==> src/rtl/rl_lj_position_loader_if.sv <==
// Position record stream into the LJ position loader (valid/ready handshake).
interface rl_lj_position_loader_if #(
  parameter int unsigned DATA_WIDTH = 32
);
  logic                  in_valid;
  logic                  in_ready;
  logic [DATA_WIDTH-1:0] in_x;
  logic [DATA_WIDTH-1:0] in_y;
  logic [DATA_WIDTH-1:0] in_z;

  // Record source (host / DMA side)
  modport master (
    output in_valid,
    output in_x,
    output in_y,
    output in_z,
    input  in_ready
  );

  // Record sink (loader side)
  modport slave (
    input  in_valid,
    input  in_x,
    input  in_y,
    input  in_z,
    output in_ready
  );
endinterface

==> src/rtl/rl_lj_position_loader.sv <==
// rl_lj_position_loader: writes home-cell records into the reference RAMs and
// neighbor-cell records into the neighbor RAMs, kicks the LJ evaluation unit
// and measures how many cycles it takes to report done.
// Optional watchdog on the evaluation wait: define RL_LJ_LOADER_TIMEOUT_EN.
module rl_lj_position_loader #(
  parameter int unsigned DATA_WIDTH              = 32,
  parameter int unsigned REF_PARTICLE_NUM        = 100,
  parameter int unsigned REF_RAM_ADDR_WIDTH      = 7,
  parameter int unsigned NEIGHBOR_PARTICLE_NUM   = 100,
  parameter int unsigned NEIGHBOR_RAM_ADDR_WIDTH = 7,
  parameter int unsigned TIMEOUT_WIDTH           = 16,
  parameter int unsigned DONE_TIMEOUT            = 20000
) (
  input  logic                               clk,
  input  logic                               rst,
  rl_lj_position_loader_if.slave             s_in,
  input  logic                               load_start,
  output logic                               ref_wren,
  output logic [REF_RAM_ADDR_WIDTH-1:0]      ref_wraddr,
  output logic                               nb_wren,
  output logic [NEIGHBOR_RAM_ADDR_WIDTH-1:0] nb_wraddr,
  output logic [DATA_WIDTH-1:0]              wr_x,
  output logic [DATA_WIDTH-1:0]              wr_y,
  output logic [DATA_WIDTH-1:0]              wr_z,
  output logic                               eval_start,
  input  logic                               eval_done,
  output logic                               busy,
  output logic                               load_done,
  output logic [TIMEOUT_WIDTH-1:0]           eval_cycles,
  output logic                               timeout_err
);

  localparam logic [REF_RAM_ADDR_WIDTH-1:0] REF_LAST =
    REF_RAM_ADDR_WIDTH'(REF_PARTICLE_NUM - 1);
  localparam logic [NEIGHBOR_RAM_ADDR_WIDTH-1:0] NB_LAST =
    NEIGHBOR_RAM_ADDR_WIDTH'(NEIGHBOR_PARTICLE_NUM - 1);
  localparam logic [TIMEOUT_WIDTH-1:0] CYC_MAX      = '1;
  localparam logic [TIMEOUT_WIDTH-1:0] TIMEOUT_LAST =
    TIMEOUT_WIDTH'(DONE_TIMEOUT - 1);

`ifdef RL_LJ_LOADER_TIMEOUT_EN
  localparam bit TIMEOUT_EN = 1'b1;
`else
  // Watchdog compiled out: the hit term folds to 0, so timeout_err stays 0.
  localparam bit TIMEOUT_EN = 1'b0;
`endif

  typedef enum logic [2:0] {
    S_IDLE,
    S_LOAD_REF,
    S_LOAD_NB,
    S_KICK,
    S_WAIT_EVAL
  } state_e;

  state_e                             state_q,       state_d;
  logic [REF_RAM_ADDR_WIDTH-1:0]      ref_cnt_q,     ref_cnt_d;
  logic [NEIGHBOR_RAM_ADDR_WIDTH-1:0] nb_cnt_q,      nb_cnt_d;
  logic [TIMEOUT_WIDTH-1:0]           cyc_cnt_q,     cyc_cnt_d;
  logic                               ref_wren_q,    ref_wren_d;
  logic [REF_RAM_ADDR_WIDTH-1:0]      ref_wraddr_q,  ref_wraddr_d;
  logic                               nb_wren_q,     nb_wren_d;
  logic [NEIGHBOR_RAM_ADDR_WIDTH-1:0] nb_wraddr_q,   nb_wraddr_d;
  logic [DATA_WIDTH-1:0]              wr_x_q,        wr_x_d;
  logic [DATA_WIDTH-1:0]              wr_y_q,        wr_y_d;
  logic [DATA_WIDTH-1:0]              wr_z_q,        wr_z_d;
  logic                               eval_start_q,  eval_start_d;
  logic                               load_done_q,   load_done_d;
  logic [TIMEOUT_WIDTH-1:0]           eval_cycles_q, eval_cycles_d;
  logic                               timeout_err_q, timeout_err_d;

  logic in_ready_c;
  logic xfer_c;
  logic timeout_hit_c;

  // Handshake decode: records are accepted only while loading.
  always_comb begin
    in_ready_c    = (state_q == S_LOAD_REF) || (state_q == S_LOAD_NB);
    xfer_c        = s_in.in_valid & in_ready_c;
    timeout_hit_c = TIMEOUT_EN && (cyc_cnt_q == TIMEOUT_LAST) && !eval_done;
  end

  assign s_in.in_ready = in_ready_c;
  assign busy          = (state_q != S_IDLE);

  // Next-state and registered-output logic.
  always_comb begin
    state_d       = state_q;
    ref_cnt_d     = ref_cnt_q;
    nb_cnt_d      = nb_cnt_q;
    cyc_cnt_d     = cyc_cnt_q;
    ref_wren_d    = 1'b0;
    ref_wraddr_d  = ref_wraddr_q;
    nb_wren_d     = 1'b0;
    nb_wraddr_d   = nb_wraddr_q;
    wr_x_d        = wr_x_q;
    wr_y_d        = wr_y_q;
    wr_z_d        = wr_z_q;
    eval_start_d  = 1'b0;
    load_done_d   = 1'b0;
    eval_cycles_d = eval_cycles_q;
    timeout_err_d = timeout_err_q;

    case (state_q)
      S_IDLE: begin
        ref_cnt_d = '0;
        nb_cnt_d  = '0;
        if (load_start) begin
          state_d       = S_LOAD_REF;
          timeout_err_d = 1'b0;
        end
      end

      S_LOAD_REF: begin
        if (xfer_c) begin
          wr_x_d       = s_in.in_x;
          wr_y_d       = s_in.in_y;
          wr_z_d       = s_in.in_z;
          ref_wraddr_d = ref_cnt_q;
          ref_wren_d   = 1'b1;
          ref_cnt_d    = ref_cnt_q + REF_RAM_ADDR_WIDTH'(1);
          if (ref_cnt_q == REF_LAST) begin
            state_d = S_LOAD_NB;
          end
        end
      end

      S_LOAD_NB: begin
        if (xfer_c) begin
          wr_x_d      = s_in.in_x;
          wr_y_d      = s_in.in_y;
          wr_z_d      = s_in.in_z;
          nb_wraddr_d = nb_cnt_q;
          nb_wren_d   = 1'b1;
          nb_cnt_d    = nb_cnt_q + NEIGHBOR_RAM_ADDR_WIDTH'(1);
          if (nb_cnt_q == NB_LAST) begin
            state_d = S_KICK;
          end
        end
      end

      // The last neighbor strobe is on the wires this cycle; start follows it.
      S_KICK: begin
        eval_start_d = 1'b1;
        cyc_cnt_d    = '0;
        state_d      = S_WAIT_EVAL;
      end

      S_WAIT_EVAL: begin
        if (!eval_done && (cyc_cnt_q != CYC_MAX)) begin
          cyc_cnt_d = cyc_cnt_q + TIMEOUT_WIDTH'(1);
        end
        if (eval_done) begin
          eval_cycles_d = cyc_cnt_q;
          load_done_d   = 1'b1;
          state_d       = S_IDLE;
        end else if (timeout_hit_c) begin
          timeout_err_d = 1'b1;
          state_d       = S_IDLE;
        end
      end

      default: begin
        state_d = S_IDLE;
      end
    endcase
  end

  // State and output registers, synchronous active-low reset.
  always_ff @(posedge clk) begin
    if (!rst) begin
      state_q       <= S_IDLE;
      ref_cnt_q     <= '0;
      nb_cnt_q      <= '0;
      cyc_cnt_q     <= '0;
      ref_wren_q    <= 1'b0;
      ref_wraddr_q  <= '0;
      nb_wren_q     <= 1'b0;
      nb_wraddr_q   <= '0;
      wr_x_q        <= '0;
      wr_y_q        <= '0;
      wr_z_q        <= '0;
      eval_start_q  <= 1'b0;
      load_done_q   <= 1'b0;
      eval_cycles_q <= '0;
      timeout_err_q <= 1'b0;
    end else begin
      state_q       <= state_d;
      ref_cnt_q     <= ref_cnt_d;
      nb_cnt_q      <= nb_cnt_d;
      cyc_cnt_q     <= cyc_cnt_d;
      ref_wren_q    <= ref_wren_d;
      ref_wraddr_q  <= ref_wraddr_d;
      nb_wren_q     <= nb_wren_d;
      nb_wraddr_q   <= nb_wraddr_d;
      wr_x_q        <= wr_x_d;
      wr_y_q        <= wr_y_d;
      wr_z_q        <= wr_z_d;
      eval_start_q  <= eval_start_d;
      load_done_q   <= load_done_d;
      eval_cycles_q <= eval_cycles_d;
      timeout_err_q <= timeout_err_d;
    end
  end

  assign ref_wren    = ref_wren_q;
  assign ref_wraddr  = ref_wraddr_q;
  assign nb_wren     = nb_wren_q;
  assign nb_wraddr   = nb_wraddr_q;
  assign wr_x        = wr_x_q;
  assign wr_y        = wr_y_q;
  assign wr_z        = wr_z_q;
  assign eval_start  = eval_start_q;
  assign load_done   = load_done_q;
  assign eval_cycles = eval_cycles_q;
  assign timeout_err = timeout_err_q;

endmodule

==> src/flat_wrapper.sv <==
// flat-port wrapper written by rule: the top's interface ports become plain ports
module rl_lj_position_loader_flat 
#(
  parameter int unsigned DATA_WIDTH              = 32,
  parameter int unsigned REF_PARTICLE_NUM        = 100,
  parameter int unsigned REF_RAM_ADDR_WIDTH      = 7,
  parameter int unsigned NEIGHBOR_PARTICLE_NUM   = 100,
  parameter int unsigned NEIGHBOR_RAM_ADDR_WIDTH = 7,
  parameter int unsigned TIMEOUT_WIDTH           = 16,
  parameter int unsigned DONE_TIMEOUT            = 20000
)
  (clk, rst, load_start, ref_wren, ref_wraddr, nb_wren, nb_wraddr, wr_x, wr_y, wr_z, eval_start, eval_done, busy, load_done, eval_cycles, timeout_err, s_in_in_valid, s_in_in_x, s_in_in_y, s_in_in_z, s_in_in_ready);
  rl_lj_position_loader_if #(.DATA_WIDTH(DATA_WIDTH)) s_in_i ();
  input  logic clk;
  input  logic rst;
  input  logic load_start;
  output logic ref_wren;
  output logic [REF_RAM_ADDR_WIDTH-1:0] ref_wraddr;
  output logic nb_wren;
  output logic [NEIGHBOR_RAM_ADDR_WIDTH-1:0] nb_wraddr;
  output logic [DATA_WIDTH-1:0] wr_x;
  output logic [DATA_WIDTH-1:0] wr_y;
  output logic [DATA_WIDTH-1:0] wr_z;
  output logic eval_start;
  input  logic eval_done;
  output logic busy;
  output logic load_done;
  output logic [TIMEOUT_WIDTH-1:0] eval_cycles;
  output logic timeout_err;
  input wire logic [$bits(s_in_i.in_valid)-1:0] s_in_in_valid;
  input wire logic [$bits(s_in_i.in_x)-1:0] s_in_in_x;
  input wire logic [$bits(s_in_i.in_y)-1:0] s_in_in_y;
  input wire logic [$bits(s_in_i.in_z)-1:0] s_in_in_z;
  output wire logic [$bits(s_in_i.in_ready)-1:0] s_in_in_ready;
  assign s_in_i.in_valid = s_in_in_valid;
  assign s_in_i.in_x = s_in_in_x;
  assign s_in_i.in_y = s_in_in_y;
  assign s_in_i.in_z = s_in_in_z;
  assign s_in_in_ready = s_in_i.in_ready;
  rl_lj_position_loader #(.DATA_WIDTH(DATA_WIDTH), .REF_PARTICLE_NUM(REF_PARTICLE_NUM), .REF_RAM_ADDR_WIDTH(REF_RAM_ADDR_WIDTH), .NEIGHBOR_PARTICLE_NUM(NEIGHBOR_PARTICLE_NUM), .NEIGHBOR_RAM_ADDR_WIDTH(NEIGHBOR_RAM_ADDR_WIDTH), .TIMEOUT_WIDTH(TIMEOUT_WIDTH), .DONE_TIMEOUT(DONE_TIMEOUT)) u_core (.clk(clk), .rst(rst), .s_in(s_in_i), .load_start(load_start), .ref_wren(ref_wren), .ref_wraddr(ref_wraddr), .nb_wren(nb_wren), .nb_wraddr(nb_wraddr), .wr_x(wr_x), .wr_y(wr_y), .wr_z(wr_z), .eval_start(eval_start), .eval_done(eval_done), .busy(busy), .load_done(load_done), .eval_cycles(eval_cycles), .timeout_err(timeout_err));
endmodule
==> config.mk <==
export PLATFORM = sky130hd
export DESIGN_NAME = rl_lj_position_loader_flat
export DESIGN_NICKNAME = d
export VERILOG_FILES = /design/src/rtl/rl_lj_position_loader_if.sv /design/src/rtl/rl_lj_position_loader.sv /design/src/flat_wrapper.sv
export SDC_FILE = /design/constraint.sdc
export NUM_CORES = 1
export LEC_CHECK = 0
export ABC_AREA = 1
export CAP_MARGIN = 30
export CORE_ASPECT_RATIO = 1.75
export CORE_MARGIN = 2
export CORE_UTILIZATION = 40
export DETAILED_ROUTE_END_ITERATION = 8
export HOLD_SLACK_MARGIN = 0.02
export MAX_ROUTING_LAYER = met4
export PLACE_DENSITY = 0.76
export SYNTH_ARGS = -nofsm -noshare
export SYNTH_HDL_FRONTEND = slang
export SYNTH_SLANG_ARGS = --single-unit
==> constraint.sdc <==
create_clock -name clk -period 1.7 [get_ports clk]
set_input_delay 0.34 -clock clk [delete_from_list [all_inputs] [get_ports clk]]
set_output_delay 0.34 -clock clk [all_outputs]
set_load 0.005 [all_outputs]
Word level (Yosys, flattened, before mapping):

Index checks and enable logic that the tools add are counted.

* register bits after elaboration: 163
* latch bits: 0
* RAM bits: 0
* ROM bits: 0
* input port bits: 101
* output and inout bits: 133
* word-level logic and storage cells: 68
* memories: 0

* add/subtract/negate cells: 3
* $mul: 0
* div/mod/pow operators: 0
* order comparisons: 0
* equal/unequal tests: 14
* shift operators: 0
* multiplexer cells: 16
* bitwise gates (word level): 1
* reductions and logical operators: 20

Operators with widths (count)
* $pmux W16 S2: 1
* $pmux W7 S2: 2
* $reduce_and A2 Y1: 10
* $mux W3: 6
* $add A16 B1 Y16 const B: 1
* $mux W16: 1
* $ne A16 B16 Y1 const B: 1
* $pmux W3 S5: 1
* $add A7 B1 Y7 const B: 2
* $eq A7 B7 Y1 const B: 2
* $mux W7: 2
* $ne A2 B2 Y1 const B: 4
* $eq A3 B2 Y1 const B: 2
* $ne A2 B1 Y1 const B: 3
* $reduce_and A6 Y1: 1
* $reduce_bool A2 Y1: 3
* $eq A3 B1 Y1 const B: 1
* $eq A3 B3 Y1 const B: 1
* $logic_not A3 Y1: 1
* $mux W1: 3
* $reduce_bool A3 Y1: 1
* $reduce_or A2 Y1: 1
* $and A1 B1 Y1: 1
* $logic_and A1 B1 Y1: 1
* 2 further kinds: 2

Depth between registers and ports, before layout:

Gate-level depths: netlist (run 1).

* word-level depth: 5
* mapped depth: 10
* mapped depth without buffers: 10

Worst setup path before layout (run 1):

OpenSTA, ideal clock, no wires.

* path kind: register to register
* from: reg u_core.cyc_cnt_q[0]
* to: reg u_core.cyc_cnt_q[4]
* setup time: 114 ps
* arrival time: 1483 ps
* required time: 1586 ps
* path slack: 103 ps
* stages on the path, launching flop included: 10
* path buffers: 1
* clock period less this slack: 1597 ps
* cell sequence: dfxtp_1 > ha_1 > nand2_1 > nor2_4 > nand2_4 > o21ai_4 > nand2_4 > buf_6 > a21oi_1 > nor2_1

* word-level cells in the longest chain between the ends: 4
* elaborated cells between the ends (all ways): 7
* those cells by class: add/sub: 1; eq/ne: 2; mux: 2; reduce/logical: 2

Ends and longest elaborated chain
* from (decl): RTL line rl_lj_position_loader.sv:59 `logic [TIMEOUT_WIDTH-1:0] cyc_cnt_q, cyc_cnt_d;`
* from (signal assigned): RTL line rl_lj_position_loader.sv:191 `cyc_cnt_q <= cyc_cnt_d;`
* parallel branches: the longest is 4 deep, another holds $add A16 B1 Y16

Several ways; the timed one is not identified. The select of a mux whose other input is x is not followed.
A chain may end at the register's enable or synchronous reset.

Worst setup path after layout (run 1):

* from: reg u_core.wr_x_q[5] (netlist: u_core.wr_x[5])
* to: out wr_x[5]

RTL lines
* from (decl): RTL line rl_lj_position_loader.sv:64 `logic [DATA_WIDTH-1:0] wr_x_q, wr_x_d;`
* from (signal assigned): RTL line rl_lj_position_loader.sv:196 `wr_x_q <= wr_x_d;`
* to (decl): RTL line flat_wrapper.sv:21 `output logic [DATA_WIDTH-1:0] wr_x;`

No word-level cell between the ends.

==> parameters.txt, run 1 <==
Parameter                              Value

Route
  Residual DRC count ... 0
  Remaining number of nets flagged by the antenna check after routing ... 0
  DRT Wirelength ... 19300 um
  Number of vias per cell ... 5.10
  Total via count in the routed design ... 6590
  Violation count after the first detailed-route iteration ... 222
  Pre-Repair DR Iteration Count ... 5
  Drt wl/cell ... 14.9 um

Synthesis
  Post-synthesis average cell area ... 7.50 sq um
  Biggest area contributors in the synthesized netlist ... sky130_fd_sc_hd__dfxtp_1 51%, sky130_fd_sc_hd__nand2_1 12%, sky130_fd_sc_hd__a21oi_1 11%
  Synthesized cell area ... 6420 sq um
  Post-synthesis share of cell area spent on xor and xnor gates ... 0.546%
  Most instantiated cells after synthesis ... 205 x sky130_fd_sc_hd__nand2_1, 163 x sky130_fd_sc_hd__dfxtp_1, 146 x sky130_fd_sc_hd__a21oi_1
  Sequential share of the synthesized area ... 50.8%
  Flip-flop cell with the highest count after synthesis ... sky130_fd_sc_hd__dfxtp_1
  Fraction of the mapped netlist area in compound gates ... 13.8%
  Post-synthesis register bit count ... 163
  Most frequently used cell type in the post-synthesis netlist ... sky130_fd_sc_hd__nand2_1
  Distinct cells, synth ... 31
  Yosys warning total ... 0
  Adder and majority cell fraction of the synthesized area ... 0.585%
  Asr flop ratio synth ... 0%
  Number of enable-type register cells in the synthesized netlist ... 0
  Dominant combinational cell family by area after synthesis ... simple AND/OR/NAND/NOR gates
  Fraction of post-synthesis cell area in the top cell type by area ... 50.8%
  Cell count after synthesis ... 856
  Multiplexer share of the synthesized area ... 0%
  Simple-gate share of the synthesized area ... 28.0%
  Net count after synthesis ... 960
  Cell type contributing the most total cell area after synthesis ... sky130_fd_sc_hd__dfxtp_1

Floorplanning
  Horizontal extent of the die ... 99.8 um
  I/O pin count ... 234
  Initial cell density of the core ... 40.6%
  Die ar. ... 17100 sq um
  CORE AREA ... 15800 sq um
  Number of standard-cell rows in the floorplan ... 61
  Die boundary height ... 172 um

STA
  RSZ-0062 raised after global routing ... yes
  Part of the cycle the worst path needs ... 98.1%
  Post-layout worst setup margin ... 0.0329 ns
  Final setup viols ... 0
  Final hold viol count ... 0
  Period minus WS final ... 1.67 ns
  Largest clock skew in the final design ... 0.0126 ns
  Number of slew-limit violations in the final report ... 0
  Achievable clock frequency ... 0.600 GHz

Critical path
  Largest stage delay, worst path ... 0.56 ns
  Crit Path Max Fanout ... 2
  Crit Path Class ... reg2out
  Critical-path cell with the highest stage delay ... sky130_fd_sc_hd__clkdlybuf4s50_1
  Critical Path AT ... 1.33 ns
  Crit. End Element ... output port
  WP buf/inv ... 1
  CP top delay family ... buffers and inverters
  Critical path required time ... 1.36 ns
  Startpoint Class ... register
  Critical path, cell by cell ... clkdlybuf4s50_1

Pwr
  Max IR drop VDD ... 0.000773 V
  Total internal power ... 8.48 mW
  Static leakage ... 3.50 nW
  Switching share of power ... 31.4%
  Net Sw Power ... 3.88 mW
  Power consumption ... 12.4 mW
  Portion of total power attributed to combinational logic ... 31.2%
  Sequential group share of total power ... 38.0%
  Clock share of power ... 30.8%
  PwrDens ... 1270 nW/um^2

Place
  HPWL after detailed placement ... 13400 um
  Place WS ... 0.00835 ns
  Count of input and output buffers ... 232
  Weighted congestion reported at the end of routability-driven placement ... 0.865
  Instance area at placement ... 9050 sq um

Global route
  Final global-route overflow total ... 0
  Number of antenna violations at the first check in global routing ... 0
  Wire length of the first global-routing pass ... 30300 um
  Aggregate global-route resource usage ... 22.6%
  Largest net degree at the start of global routing ... 63
  Vias in the first global route ... 6305

Clock tree
  Clock transition at path regs ... 0.06 ns
  Number of buffers on the longest clock path ... 2
  Total clock sinks ... 163
  Insertion delay to the later sink of the worst-skew pair ... 0.42 ns
  TritonCTS clock tree ... yes
  Hold_buf cts ... 0
  Root buf cell ... sky130_fd_sc_hd__clkbuf_16
  Number of H-tree levels ... 4
  CTS Buf Count ... 17

Cells and area
  Filler cell count in the final layout ... 1415
  Fraction of layout cells with a size suffix above 1 ... 8.45%
  FF+latch area ... 3270 sq um
  Area added between synthesis and finish ... 51.6%
  Post-Layout Inst Area ... 9730 sq um
  Number of nets in the layout ... 1192
  Area occupied by multi-input gates ... 2810 sq um

Run status
  Result of the run ... completed

Run
  Max-cap violations ... 0

Worst hold path
  Hold WC Path Type ... in2reg
power by group through the flow:
stage	Combinational, mW	Clock, mW	Sequential, mW
after global routing	4.25	4.06	4.77
after global placement	3.75	0	4.74
after CTS	3.82	3.89	4.69
final	3.85	3.81	4.70
after detailed placement	3.79	0	4.76
after floorplan	1.69	0	4.79
through the flow:
step / utilization (%) / hold WS, ns / setup TNS (ns) / instances
after floorplan: - / 0.456 / 0 / 856
after global routing: 61.6 / 0.318 / -0.0821 / 1290
after detailed placement: 57.3 / 0.451 / 0 / 1255
final: 61.6 / 0.320 / 0 / 1291
after global placement: 57.3 / 0.447 / 0 / 1255
after CTS: 61.1 / 0.310 / 0 / 1288
path summary, 6_finish.rpt:
kind                                     from                               end  slack, ns  depth (start not counted)
min reg2reg      u_core.wr_z[29]$_SDFFE_PN0P_      u_core.wr_z[29]$_SDFFE_PN0P_       0.46                          2
min                             s_in_in_valid       u_core.wr_z[3]$_SDFFE_PN0P_       0.32                          3
max               u_core.wr_x[5]$_SDFFE_PN0P_                           wr_x[5]       0.03                          1
max reg2reg  u_core.cyc_cnt_q[1]$_SDFFE_PN0P_  u_core.cyc_cnt_q[4]$_SDFFE_PN0P_       0.08                         10
cell usage in the layout, fill, tap and decap left out, types with 3 or more instances in the layout:
cell                              netlist  final
sky130_fd_sc_hd__clkdlybuf4s50_1        0    228
sky130_fd_sc_hd__nand2_1              205    202
sky130_fd_sc_hd__dfxtp_1              163    159
sky130_fd_sc_hd__a21oi_1              146    145
sky130_fd_sc_hd__nand3_1              133    133
sky130_fd_sc_hd__nor2_1                63     62
sky130_fd_sc_hd__inv_1                 35     34
sky130_fd_sc_hd__buf_4                  3     29
sky130_fd_sc_hd__o21ai_0               18     18
sky130_fd_sc_hd__clkbuf_16              0     17
sky130_fd_sc_hd__nor3_1                 8      7
sky130_fd_sc_hd__buf_12                 0      6
sky130_fd_sc_hd__nand2_2                3      5
sky130_fd_sc_hd__clkinvlp_4             0      5
sky130_fd_sc_hd__nor2_4                 2      4
sky130_fd_sc_hd__buf_6                  2      4
sky130_fd_sc_hd__nand2_4                2      3
sky130_fd_sc_hd__xor2_1                 3      3
sky130_fd_sc_hd__inv_6                  0      3
sky130_fd_sc_hd__dfxtp_2                0      3
layout make-up:
| class | count | share of cell area [%] |
|---|---|---|
| diodes | 1 | 0.0257 |
| inverters | 38 | 1.49 |
| repair buffers | 269 | 27.6 |
| clock buffers | 19 | 4.45 |
| well taps | 189 | 2.43 |
| clock inverters | 13 | 1.53 |
| multi-input cells | 599 | 28.9 |
| flip-flops and latches | 163 | 33.6 |
tightest hold or removal path: stages:
cell and delay (ns):
sky130_fd_sc_hd__buf_4 0.18, sky130_fd_sc_hd__nand3_1 0.10, sky130_fd_sc_hd__a21oi_1 0.06
kinds of logic (layout without fill, tap and decap cells):
group,count (synthesis),count (layout)
other,1,2
DFF,163,163
adders and majority gates,3,3
AOI/OAI and AO/OA,171,171
xor gates and xnor gates,4,4
and+or+nand+nor,419,420
buffers and inverters,95,339
per-layer routing:
metal | vias up | GRT usage (%) | routed length, um
met2 | 208 | 39.9 | 10400
met4 | 0 | 8.46 | 478
met3 | 31 | 5.32 | 981
met5 | - | - | 0
li1 | 3293 | - | -
met1 | 3058 | 24.6 | 7380
repair_timing:
action / CTS / global route
pin swaps: 0 / 3
gates cloned: 0 / 1
resized for setup: 13 / 13
setup buffers: 1 / 1
endpoints found under the setup margin: 2 / 69
registers in the layout, summed over array words and instances (netlist names):
| signal | cells |
|---|---|
| u_core.nb_wraddr | 7 |
| u_core.nb_wren | 1 |
| u_core.state_q | 3 |
| u_core.wr_z | 32 |
| u_core.cyc_cnt_q | 16 |
| u_core.nb_cnt_q | 7 |
| u_core.ref_wren | 1 |
| u_core.wr_x | 32 |
| u_core.wr_y | 32 |
| u_core.ref_wraddr | 7 |
| u_core.eval_start | 1 |
| u_core.eval_cycles | 16 |
| u_core.load_done | 1 |
| u_core.ref_cnt_q | 7 |
Power figures use the tool's default switching activity.
==> run 2: changes to the inputs <==
--- a/config.mk
+++ b/config.mk
@@ -7,9 +7,9 @@
 export LEC_CHECK = 0
 export ABC_AREA = 1
 export CAP_MARGIN = 30
-export CORE_ASPECT_RATIO = 1.75
 export CORE_MARGIN = 2
 export CORE_UTILIZATION = 40
+export CTS_CLUSTER_DIAMETER = 150
 export DETAILED_ROUTE_END_ITERATION = 8
 export HOLD_SLACK_MARGIN = 0.02
 export MAX_ROUTING_LAYER = met4
==> parameters.txt, run 2 (same netlist as run 1, synthesis figures left out) <==
Parameter                              Value

Route
  Total via count in the routed design ... 6562
  DRT Wirelength ... 18900 um
  Violation count after the first detailed-route iteration ... 314
  Number of vias per cell ... 4.97
  Pre-Repair DR Iteration Count ... 5
  Remaining number of nets flagged by the antenna check after routing ... 0
  Drt wl/cell ... 14.3 um
  Residual DRC count ... 0

Clock tree
  Number of H-tree levels ... 4
  Hold_buf cts ... 0
  CTS Buf Count ... 17
  Number of buffers on the longest clock path ... 2
  Total clock sinks ... 163
  Clock transition at path regs ... 0.06 ns
  Insertion delay to the later sink of the worst-skew pair ... 0.42 ns
  Root buf cell ... sky130_fd_sc_hd__clkbuf_16
  TritonCTS clock tree ... yes

STA
  Achievable clock frequency ... 0.597 GHz
  RSZ-0062 raised after global routing ... no
  Total negative slack ... 0 ns
  Post-layout worst setup margin ... 0.0238 ns
  Part of the cycle the worst path needs ... 98.6%
  Final hold viol count ... 0
  Largest clock skew in the final design ... 0.00757 ns
  Final setup viols ... 0
  Number of slew-limit violations in the final report ... 0
  Period minus WS final ... 1.68 ns

Cells and area
  Area added between synthesis and finish ... 52.9%
  Most frequent cells in the layout ... 229 x sky130_fd_sc_hd__clkdlybuf4s50_1, 204 x sky130_fd_sc_hd__nand2_1, 161 x sky130_fd_sc_hd__dfxtp_1
  Post-Layout Inst Area ... 9810 sq um
  Commonest non-fill, non-tap cell in the layout ... sky130_fd_sc_hd__clkdlybuf4s50_1
  Fraction of layout cells with a size suffix above 1 ... 7.97%
  Diodes inserted ... 0
  Number of nets in the layout ... 1195

Floorplanning
  I/O pin count ... 234
  Initial cell density of the core ... 40.7%
  Number of standard-cell rows in the floorplan ... 46
  Horizontal extent of the die ... 131 um
  CORE AREA ... 15800 sq um
  Die ar. ... 17100 sq um
  Die boundary height ... 131 um

Worst hold path
  Hold Path Cell Cnt ... 4
  Hold WC Path Type ... in2reg

Critical path
  R2R depth ... 9
  Crit Path Class ... reg2out
  Critical-path cell with the highest stage delay ... sky130_fd_sc_hd__clkdlybuf4s50_1
  Crit. End Element ... output port
  Total number of cells along the worst setup path ... 1
  Crit Path Max Fanout ... 2
  Largest stage delay, worst path ... 0.55 ns
  CP top delay family ... buffers and inverters
  Setup slack of the most critical reg-to-reg path ... 0.15 ns
  Critical path required time ... 1.36 ns
  Critical path, cell by cell ... clkdlybuf4s50_1
  Startpoint Class ... register
  Critical Path AT ... 1.34 ns
  WP buf/inv ... 1

Pwr
  Max IR drop VDD ... 0.000990 V
  Static leakage ... 3.54 nW
  PwrDens ... 1260 nW/um^2
  Power consumption ... 12.4 mW

Global route
  Largest net degree at the start of global routing ... 70
  Aggregate global-route resource usage ... 21.3%
  Wire length of the first global-routing pass ... 28300 um
  Number of antenna violations at the first check in global routing ... 0
  Vias in the first global route ... 5947
  Final global-route overflow total ... 0

Place
  Weighted congestion reported at the end of routability-driven placement ... 0.866
  Count of input and output buffers ... 232
  HPWL after detailed placement ... 12600 um
  Instance area at placement ... 9170 sq um
  Place WS ... 0.00705 ns

Run
  Max-cap violations ... 0

Run status
  Result of the run ... completed
run 2: cell types whose count changed in the layout (fill, tap and decap cells not counted), moves of 3 or more:
cell / before / now
sky130_fd_sc_hd__clkinvlp_4: 5 / 2
sky130_fd_sc_hd__buf_12: 6 / 9
sky130_fd_sc_hd__nand2_2: 5 / 2
sky130_fd_sc_hd__buf_6: 4 / 0
sky130_fd_sc_hd__clkbuf_8: 0 / 3
run 2: final cells by class:
| type | count | area, sq um |
|---|---|---|
| Fill cell | 1393 | 5960 |
| Sequential cell | 163 | 3270 |
| Timing Repair Buffer | 273 | 2790 |
| Multi-Input combinational cell | 598 | 2770 |
| Clock buffer | 22 | 474 |
| Tap cell | 216 | 270 |
| Inverter | 38 | 145 |
| Clock inverter | 10 | 98.8 |
run 2: repair_timing:
action / in CTS / in global routing
resized for setup: 8 / 5
setup buffers: 0 / 1
setup endpoints to repair: 2 / 5
cloned: 0 / 2
pin swaps: 0 / 1
run 2: worst paths after layout:
check / start / end
worst max-delay path: u_core.wr_x[6]$_SDFFE_PN0P_ / wr_x[6]
worst min-delay path: s_in_in_valid / u_core.ref_wraddr[1]$_SDFFE_PN0P_
worst max register to register: u_core.cyc_cnt_q[0]$_SDFFE_PN0P_ / u_core.cyc_cnt_q[15]$_SDFFE_PN0P_
worst min register to register: u_core.eval_cycles[11]$_SDFFE_PN0P_ / u_core.eval_cycles[11]$_SDFFE_PN0P_
run 2: per-stage QoR:
step | instances | hold slack [ns] | util [%]
after floorplan | 856 | 0.456 | -
after global placement | 1285 | 0.445 | 58.2
after detailed placement | 1285 | 0.451 | 58.2
after CTS | 1317 | 0.389 | 61.8
after global routing | 1320 | 0.442 | 62.2
final | 1320 | 0.416 | 62.2
run 2: metal layers:
layer / vias up / track usage, % / wire length [um]
met5: - / - / 0
met4: 0 / 7.57 / 432
met3: 29 / 6.15 / 1350
met2: 211 / 33.5 / 8930
met1: 3026 / 26.4 / 8170
li1: 3296 / - / -
run 2: power by group:
part | switching (mW) | internal [mW]
clock | 1.59 | 2.15
combinational | 1.98 | 2.02
sequential | 0.295 | 4.38
total | 3.86 | 8.55
